### config.mk
export PLATFORM = sky130hd
export DESIGN_NAME = soft_ext_trig_stamp
export DESIGN_NICKNAME = d
export VERILOG_FILES = /design/src/rtl/soft_ext_trig_stamp_pkg.sv /design/src/rtl/soft_ext_trig_stamp_fifo.sv /design/src/rtl/soft_ext_trig_stamp.sv
export SDC_FILE = /design/constraint.sdc
export NUM_CORES = 1
export LEC_CHECK = 0
export CAP_MARGIN = 20
export CORE_ASPECT_RATIO = 1.75
export CORE_MARGIN = 2
export CORE_UTILIZATION = 25
export CTS_CLUSTER_DIAMETER = 30
export DETAILED_ROUTE_END_ITERATION = 8
export PLACE_DENSITY_LB_ADDON = 0.05
export SYNTH_ARGS = -nofsm -noshare
export SYNTH_HDL_FRONTEND = slang
export SYNTH_SLANG_ARGS = --single-unit
### constraint.sdc
create_clock -name clk250_i -period 3.5 [get_ports clk250_i]
set_input_delay 0.7 -clock clk250_i [delete_from_list [all_inputs] [get_ports clk250_i]]
set_output_delay 0.7 -clock clk250_i [all_outputs]
set_load 0.02 [all_outputs]
### src/rtl/soft_ext_trig_stamp_pkg.sv
// soft_ext_trig_stamp shared types.
// Event record is {trignum, time}, trignum in the MSBs.
package soft_ext_trig_stamp_pkg;

  typedef enum logic {
    S_IDLE = 1'b0,
    S_DEAD = 1'b1
  } state_e;

  localparam int DROP_W = 16;
  localparam logic [DROP_W-1:0] DROP_MAX = '1;

  function automatic int evt_w(
    input int tn_w,
    input int ts_w
  );
    return tn_w + ts_w;
  endfunction

endpackage

### src/rtl/soft_ext_trig_stamp_fifo.sv
// First-word-fall-through event FIFO.
// Push while full is refused on pre-edge occupancy.
module trig_evt_fifo
  import soft_ext_trig_stamp_pkg::*;
#(
  parameter int W     = 48,
  parameter int DEPTH = 4
) (
  input  logic         clk,
  input  logic         rst_n,
  input  logic         clr,
  input  logic         push,
  input  logic         pop,
  input  logic [W-1:0] din,
  output logic [W-1:0] dout,
  output logic         full,
  output logic         empty
);

  localparam int AW = $clog2(DEPTH);

  logic [W-1:0] mem [DEPTH];
  logic [AW:0]  wr_ptr;
  logic [AW:0]  rd_ptr;
  logic         do_push;
  logic         do_pop;

  assign empty = (wr_ptr == rd_ptr);
  assign full  = (wr_ptr[AW] != rd_ptr[AW]) &&
                 (wr_ptr[AW-1:0] == rd_ptr[AW-1:0]);

  assign do_push = push & ~full;
  assign do_pop  = pop & ~empty;
  assign dout    = mem[rd_ptr[AW-1:0]];

  always_ff @(posedge clk) begin
    if (do_push && !clr)
      mem[wr_ptr[AW-1:0]] <= din;
  end

  always_ff @(posedge clk or negedge rst_n) begin
    if (!rst_n) begin
      wr_ptr <= '0;
      rd_ptr <= '0;
    end else if (clr) begin
      wr_ptr <= '0;
      rd_ptr <= '0;
    end else begin
      if (do_push)
        wr_ptr <= wr_ptr + 1'b1;
      if (do_pop)
        rd_ptr <= rd_ptr + 1'b1;
    end
  end

endmodule

### src/rtl/soft_ext_trig_stamp.sv
// Trigger qualifier with deadtime, numbering and timestamping.
// Events are queued in a small FWFT FIFO for the event builder.
module soft_ext_trig_stamp
  import soft_ext_trig_stamp_pkg::*;
#(
  parameter int TS_W  = 32,
  parameter int TN_W  = 16,
  parameter int DT_W  = 16,
  parameter int DEPTH = 4
) (
  input  logic            clk250_i,
  input  logic            rst_n_i,
  input  logic            trig_i,
  input  logic            enable_i,
  input  logic            clear_i,
  input  logic [DT_W-1:0] deadtime_i,
  output logic            evt_valid_o,
  input  logic            evt_ready_i,
  output logic [TN_W-1:0] evt_trignum_o,
  output logic [TS_W-1:0] evt_time_o,
  output logic            busy_o,
  output logic            overflow_o,
  output logic [15:0]     drop_count_o
);

  localparam int EW = evt_w(TN_W, TS_W);

  state_e              state;
  logic [DT_W-1:0]     dcnt;
  logic [TS_W-1:0]     ts;
  logic [TN_W-1:0]     tn;
  logic [DROP_W-1:0]   drop;
  logic                ovf;
  logic                full;
  logic                empty;
  logic                qual;
  logic                push;
  logic                pop;
  logic [EW-1:0]       head;

  // clear wins over a coincident trigger
  assign qual = trig_i & enable_i & ~clear_i &
                (state == S_IDLE);
  assign push = qual & ~full;
  assign pop  = ~empty & evt_ready_i;

  trig_evt_fifo #(
    .W     (EW),
    .DEPTH (DEPTH)
  ) u_fifo (
    .clk   (clk250_i),
    .rst_n (rst_n_i),
    .clr   (clear_i),
    .push  (push),
    .pop   (pop),
    .din   ({tn, ts}),
    .dout  (head),
    .full  (full),
    .empty (empty)
  );

  always_ff @(posedge clk250_i or negedge rst_n_i) begin
    if (!rst_n_i) begin
      state <= S_IDLE;
      dcnt  <= '0;
    end else if (clear_i) begin
      state <= S_IDLE;
      dcnt  <= '0;
    end else begin
      unique case (state)
        S_IDLE: begin
          if (qual && deadtime_i != '0) begin
            state <= S_DEAD;
            dcnt  <= deadtime_i;
          end
        end
        S_DEAD: begin
          dcnt <= dcnt - DT_W'(1);
          if (dcnt == DT_W'(1))
            state <= S_IDLE;
        end
        default: state <= S_IDLE;
      endcase
    end
  end

  always_ff @(posedge clk250_i or negedge rst_n_i) begin
    if (!rst_n_i) begin
      ts   <= '0;
      tn   <= '0;
      drop <= '0;
      ovf  <= 1'b0;
    end else if (clear_i) begin
      ts   <= '0;
      tn   <= '0;
      drop <= '0;
      ovf  <= 1'b0;
    end else begin
      ts <= ts + TS_W'(1);
      if (push)
        tn <= tn + TN_W'(1);
      if (qual && full) begin
        ovf <= 1'b1;
        if (drop != DROP_MAX)
          drop <= drop + DROP_W'(1);
      end
    end
  end

  assign evt_valid_o  = ~empty;
  assign {evt_trignum_o, evt_time_o} = empty ? '0 : head;
  assign busy_o       = (state == S_DEAD);
  assign overflow_o   = ovf;
  assign drop_count_o = drop;

endmodule

=== After elaboration in Yosys (flattened, before gate mapping) ===
Memories as Yosys holds them, arrays and structs flattened.
Index checks and enable logic that the tools add are counted.

* Memories kept: 1
* Bits in writable memories: 192
* Output and inout bits: 67
* Register bits: 88
* Bits of input ports: 22

* Reductions and logical operators: 12
* Mux-type cells: 22
* Bitwise operators: 11
* Eq/ne operators: 6
* Add/subtract/negate cells: 6

{| class="wikitable"
|+ Memory list
! memory !! words !! bits a word !! read ports !! clocked after memory_dff !! write ports !! RTL line !! text
|-
| u_fifo.mem || 4 || 48 || 1 || 0 || 1 || soft_ext_trig_stamp_fifo.sv:22 || <nowiki>logic [W-1:0] mem [DEPTH];</nowiki>
|}

{| class="wikitable"
|+ Operators with widths
! cell !! number
|-
| $mux 16 || 7
|-
| $mux 48 || 1
|-
| $add 16x1->16 const B || 2
|-
| $add 32x1->32 const B || 1
|-
| $mux 32 || 1
|-
| $pmux 16 s2 || 1
|-
| $eq 16x1->1 const B || 1
|-
| $ne 16x16->1 const B || 1
|-
| $reduce_bool 16->1 || 1
|-
| $sub 16x1->16 const B || 1
|-
| $mux 3 || 4
|-
| $reduce_bool 2->1 || 5
|-
| $and 1x1->1 || 7
|-
| $mux 1 || 7
|-
| $add 3x1->3 const B || 2
|-
| $logic_and 1x1->1 || 4
|-
| $not 1->1 || 4
|-
| $eq 3x3->1 || 1
|-
| $ne 3x2->1 const B || 1
|-
| $eq 2x2->1 || 1
|-
| $pmux 1 s2 || 1
|-
| $reduce_and 2->1 || 1
|-
| $logic_not 1->1 || 1
|-
| $ne 1x1->1 || 1
|}

=== Depth between registers and ports, before layout ===
* Word-level depth: 8
* Gate-level depth with buffers: 7

=== By module ===
Synthesis repeated with hierarchy kept, for this count alone.

* Cell total of the unflattened synthesis: 876
* Area total of the unflattened synthesis: 12,408.2 µm²

{| class="wikitable"
|+ Modules (own cells, without submodules)
! module !! area an instance (µm²) !! instances !! cells each !! sequential area each (µm²)
|-
| trig_evt_fifo || 7,444.6 || 1 || 315 || 5,915.7
|-
| soft_ext_trig_stamp || 4,963.5 || 1 || 561 || 2,052.0
|}

=== Worst setup path before layout ===
Ideal clock, no wire load.

* Kind: input -> register
* Start point: input clear_i
* End point: memory u_fifo.mem[0][0], enable pin
* Path slack: 277 ps
* Path buffers: 2
* Arrival time: 2,813 ps
* Library setup time: 411 ps
* Stages on the path: 5
* Path through: buf_2 > nand4bb_1 > a31oi_1 > buf_2 > and2_1

* Cells in the longest elaborated chain, start to end: 8
* Elaborated cells on any way between the ends: 9

{| class="wikitable"
|+ Ends and longest elaborated chain
! element !! RTL line !! text
|-
| start: declaration || soft_ext_trig_stamp.sv:15 || <nowiki>input logic clear_i,</nowiki>
|-
| $not 1->1 || soft_ext_trig_stamp.sv:42 || <nowiki>assign qual = trig_i & enable_i & ~clear_i &</nowiki>
|-
| $and 1x1->1 (2 in a row) || soft_ext_trig_stamp.sv:42 ||
|-
| $and 1x1->1 || soft_ext_trig_stamp.sv:44 || <nowiki>assign push = qual & ~full;</nowiki>
|-
| $and 1x1->1 || soft_ext_trig_stamp_fifo.sv:32 || <nowiki>assign do_push = push & ~full;</nowiki>
|-
| $logic_and 1x1->1 * || soft_ext_trig_stamp_fifo.sv:37 || <nowiki>if (do_push && !clr)</nowiki>
|-
| $mux 1 * || soft_ext_trig_stamp_fifo.sv:37 ||
|-
| $mux 1 (implied by the code) * || soft_ext_trig_stamp_fifo.sv:38 || <nowiki>mem[wr_ptr[AW-1:0]] <= din;</nowiki>
|-
| end: declaration || soft_ext_trig_stamp_fifo.sv:22 ||
|}

Every way passes the cells marked *; elsewhere a longest branch is shown, timed or not.

=== Final worst setup path ===
* Start point: register u_fifo.rd_ptr[0]
* End point: output evt_trignum_o[11]

* Cells in the longest elaborated chain, start to end: 2
* Elaborated cells on any way between the ends: 3

{| class="wikitable"
|+ Ends and longest elaborated chain
! element !! RTL line !! text
|-
| start: declaration || soft_ext_trig_stamp_fifo.sv:24 || <nowiki>logic [AW:0] rd_ptr;</nowiki>
|-
| start signal: assignment || soft_ext_trig_stamp_fifo.sv:52 || <nowiki>rd_ptr <= rd_ptr + 1'b1;</nowiki>
|-
| $mem_v2 4x48 or $eq 3x3->1 (tied branches) || - ||
|-
| $mux 48 * || soft_ext_trig_stamp.sv:111 || <nowiki>assign {evt_trignum_o, evt_time_o} = empty ? '0 : head;</nowiki>
|-
| end: declaration || soft_ext_trig_stamp.sv:19 || <nowiki>output logic [TN_W-1:0] evt_trignum_o,</nowiki>
|}

Marks and branches as above.

==> impl_metrics.toml <==
[outcome]
outcome = "complete, no violations"

[timing]
slew_headroom_pct = 54.2
tightestPinTransition_ps = 684
setup_viol_count_final = 0
holdWs_ps = 189
finalCriticalPeriod_ps = 3390
period_share_pct = 97.0
skew_ps = 15.8
fmax_ghz = 0.295
report.final.slew_viol_count = 0
rsz0062_at_grt = "false"
hold_viol = 0

[routing]
wirelength_um = 30100
drtPass1Iterations = 4
vias = 7055
first_iter_violations = 305
viasPerCell = 4.57
ant_nets = 0
wire_per_inst_um = 19.5
drc = 0

[cts]
cts_max_path_buffers = 3
holdBufCountCts = 0
clkLatencyLatePin_ps = 560
htreeDepth = 2
cts_buffers = 50
cts_tree = "yes"
clk_pin_slew_ps = 50
root_buffer = "clkbuf_16"
cts_sinks = 280

[floorplanning]
die_width_um = 170
num_io_pins = 89
initial_core_util_pct = 25.2
die-area_um2 = 50000
core-area_um2 = 47700
dieHeight_um = 294
rows = 106

[setup_path]
cp-end-kind = "primary output"
worstReg2RegStart = "busy_o"
cp_data_arrival_time_ps = 2690
rrSetupSlack_ps = 1180
critical_path_peak_fanout = 23
path_buf_inv = 3
critPathTopFamily = "buffers and inverters"
crit_chain = "xnor2_4, nand3b_1, buf_4, clkbuf_16, and2_1, clkdlybuf4s50_1"
reg2regPathDepth = 6
worstPathRequired_ps = 2800
start_kind = "flip-flop"
cp_slowest_cell = "dfrtp_4"
path_class = "flip-flop to primary output"
crit_cells = 6
slowest_delay_ps = 590
r2r-end = "drop_count_o[10]"

[synthesis]
avgSynthCellArea_um2 = 15.4
synth_flop_cell = "edfxtp_1"
synth_commonest_cells = "192 x edfxtp_1, 88 x dfrtp_1, 72 x nor2_1"
synth_top_cell_by_area = "edfxtp_1"
syn_area_um2 = 12000
yosys_warnings = 0
syn_inst = 784
ys_async_sr_fraction_pct = 31.4
synth_area_leaders = "edfxtp_1 48%, dfrtp_1 18%, mux4_2 9.0%"
synth_edf_count = 192
synth.most_common_cell = "edfxtp_1"
ys_seq_elements = 280
synth_top_area_share_pct = 47.9
syn_nets = 816
yosysUniqueCellTypes = 57
yosysSeqAreaShare_pct = 66.2

[cells_and_area]
nNetsFinal = 942
final_cells = 1545
fill_cells = 4678
antenna_cells = 0
syn2layout_area_growth_pct = 29.2
final_util_pct = 32.6
drive_above_1_share_pct = 20.5
finalInstanceArea_um2 = 15600

[placement]
dpl_cell_area_um2 = 13700
gp_congestion = 0.750
dp.cells = 1446
portBuffers = 88
place_hpwl_um = 17500

[grt]
grt_max_degree = 51
grtUsageTotal_pct = 12.1
grt_pass1_vias = 7816
grt_overflow_total = 0
grt_pass1_wl_um = 46000
antenna_found_initial = 0

[flow_run]
cap_violations = 0

[pwr]
power_density_nw_per_um2 = 623
p_total_mw = 9.68
ir_drop_mv = 0.334
p_leak_nw = 5.61

[worst_hold_path]
hold_path.class = "input port to asynchronous set/reset pin"
through the flow:
stage,worst slack (ps),setup TNS (ps)
after floorplan,277,0
after global placement,601,0
after detailed placement,589,0
after CTS,-6.01,-6.01
after global routing,6.25,0
final,106,0
kinds of logic after synthesis:
kind of cell | synth area share [%]
compound gates | 3.18
xor+xnor | 5.42
fa+ha+maj | 1.04
buf+inv | 1.83
flops | 66.2
mux | 9.33
simple gates | 13.0
sequential cells by signal (all words and copies together), names as in the netlist:
register       cells
dcnt              16
u_fifo.rd_ptr      3
busy_o             1
tn                16
overflow_o         1
u_fifo.wr_ptr      3
ts                32
drop_count_o      16
u_fifo.mem       192
how the worst max path moves through the flow:
stage / start / slack [ps] / to
after floorplan: clear_i / 280 / u_fifo.mem[0][0]
after global placement: u_fifo.rd_ptr[0] / 600 / evt_time_o[27]
after detailed placement: u_fifo.rd_ptr[0] / 590 / evt_time_o[27]
after CTS: u_fifo.rd_ptr[0] / -6 / evt_time_o[5]
after global routing: u_fifo.rd_ptr[0] / 6 / evt_time_o[4]
final: u_fifo.rd_ptr[0] / 110 / evt_trignum_o[11]
cells in the final DEF (no fill, tap or decap), types with 32 or more instances in the layout:
| master | count |
|---|---|
| clkbuf_16 | 53 |
| dfrtp_1 | 86 |
| nand2_1 | 32 |
| nor2_1 | 72 |
| mux4_2 | 48 |
| and2_1 | 49 |
| edfxtp_1 | 192 |
| xor2_1 | 43 |
| clkdlybuf4s50_1 | 83 |
metal layers:
| layer | global-route usage [%] | vias to the layer above | part of all wire (%) |
|---|---|---|---|
| li1 | - | 3251 | - |
| met4 | 5.32 | 0 | 3.4 |
| met2 | 22.6 | 162 | 55 |
| met3 | 2.48 | 73 | 4.6 |
| met5 | 0 | - | 0 |
| met1 | 13.0 | 3569 | 37 |
cell type report:
type / count / area [µm²] / share of cell area, %
Clock buffer: 53 / 1300 / 8.38
Clock inverter: 40 / 413 / 2.65
Timing Repair Buffer: 113 / 1210 / 7.81
Inverter: 10 / 37.5 / 0.241
Sequential cell: 280 / 7970 / 51.3
Multi-Input combinational cell: 455 / 3870 / 24.9
Tap cell: 594 / 743 / 4.78
where the power goes:
part	switching [mW]	internal [mW]	leakage [nW]
Combinational	0.601	0.563	1.70
Sequential	0.0624	3.57	3.11
Clock	1.78	3.11	0.813
what timing repair did:
| action | CTS | global route |
|---|---|---|
| endpoints found under the setup margin | 7 | 45 |
| buffers inserted | 0 | 4 |
| cloned | 0 | 2 |
| gates resized for setup | 3 | 4 |
Note: power is estimated with default switching activity, not from simulation.
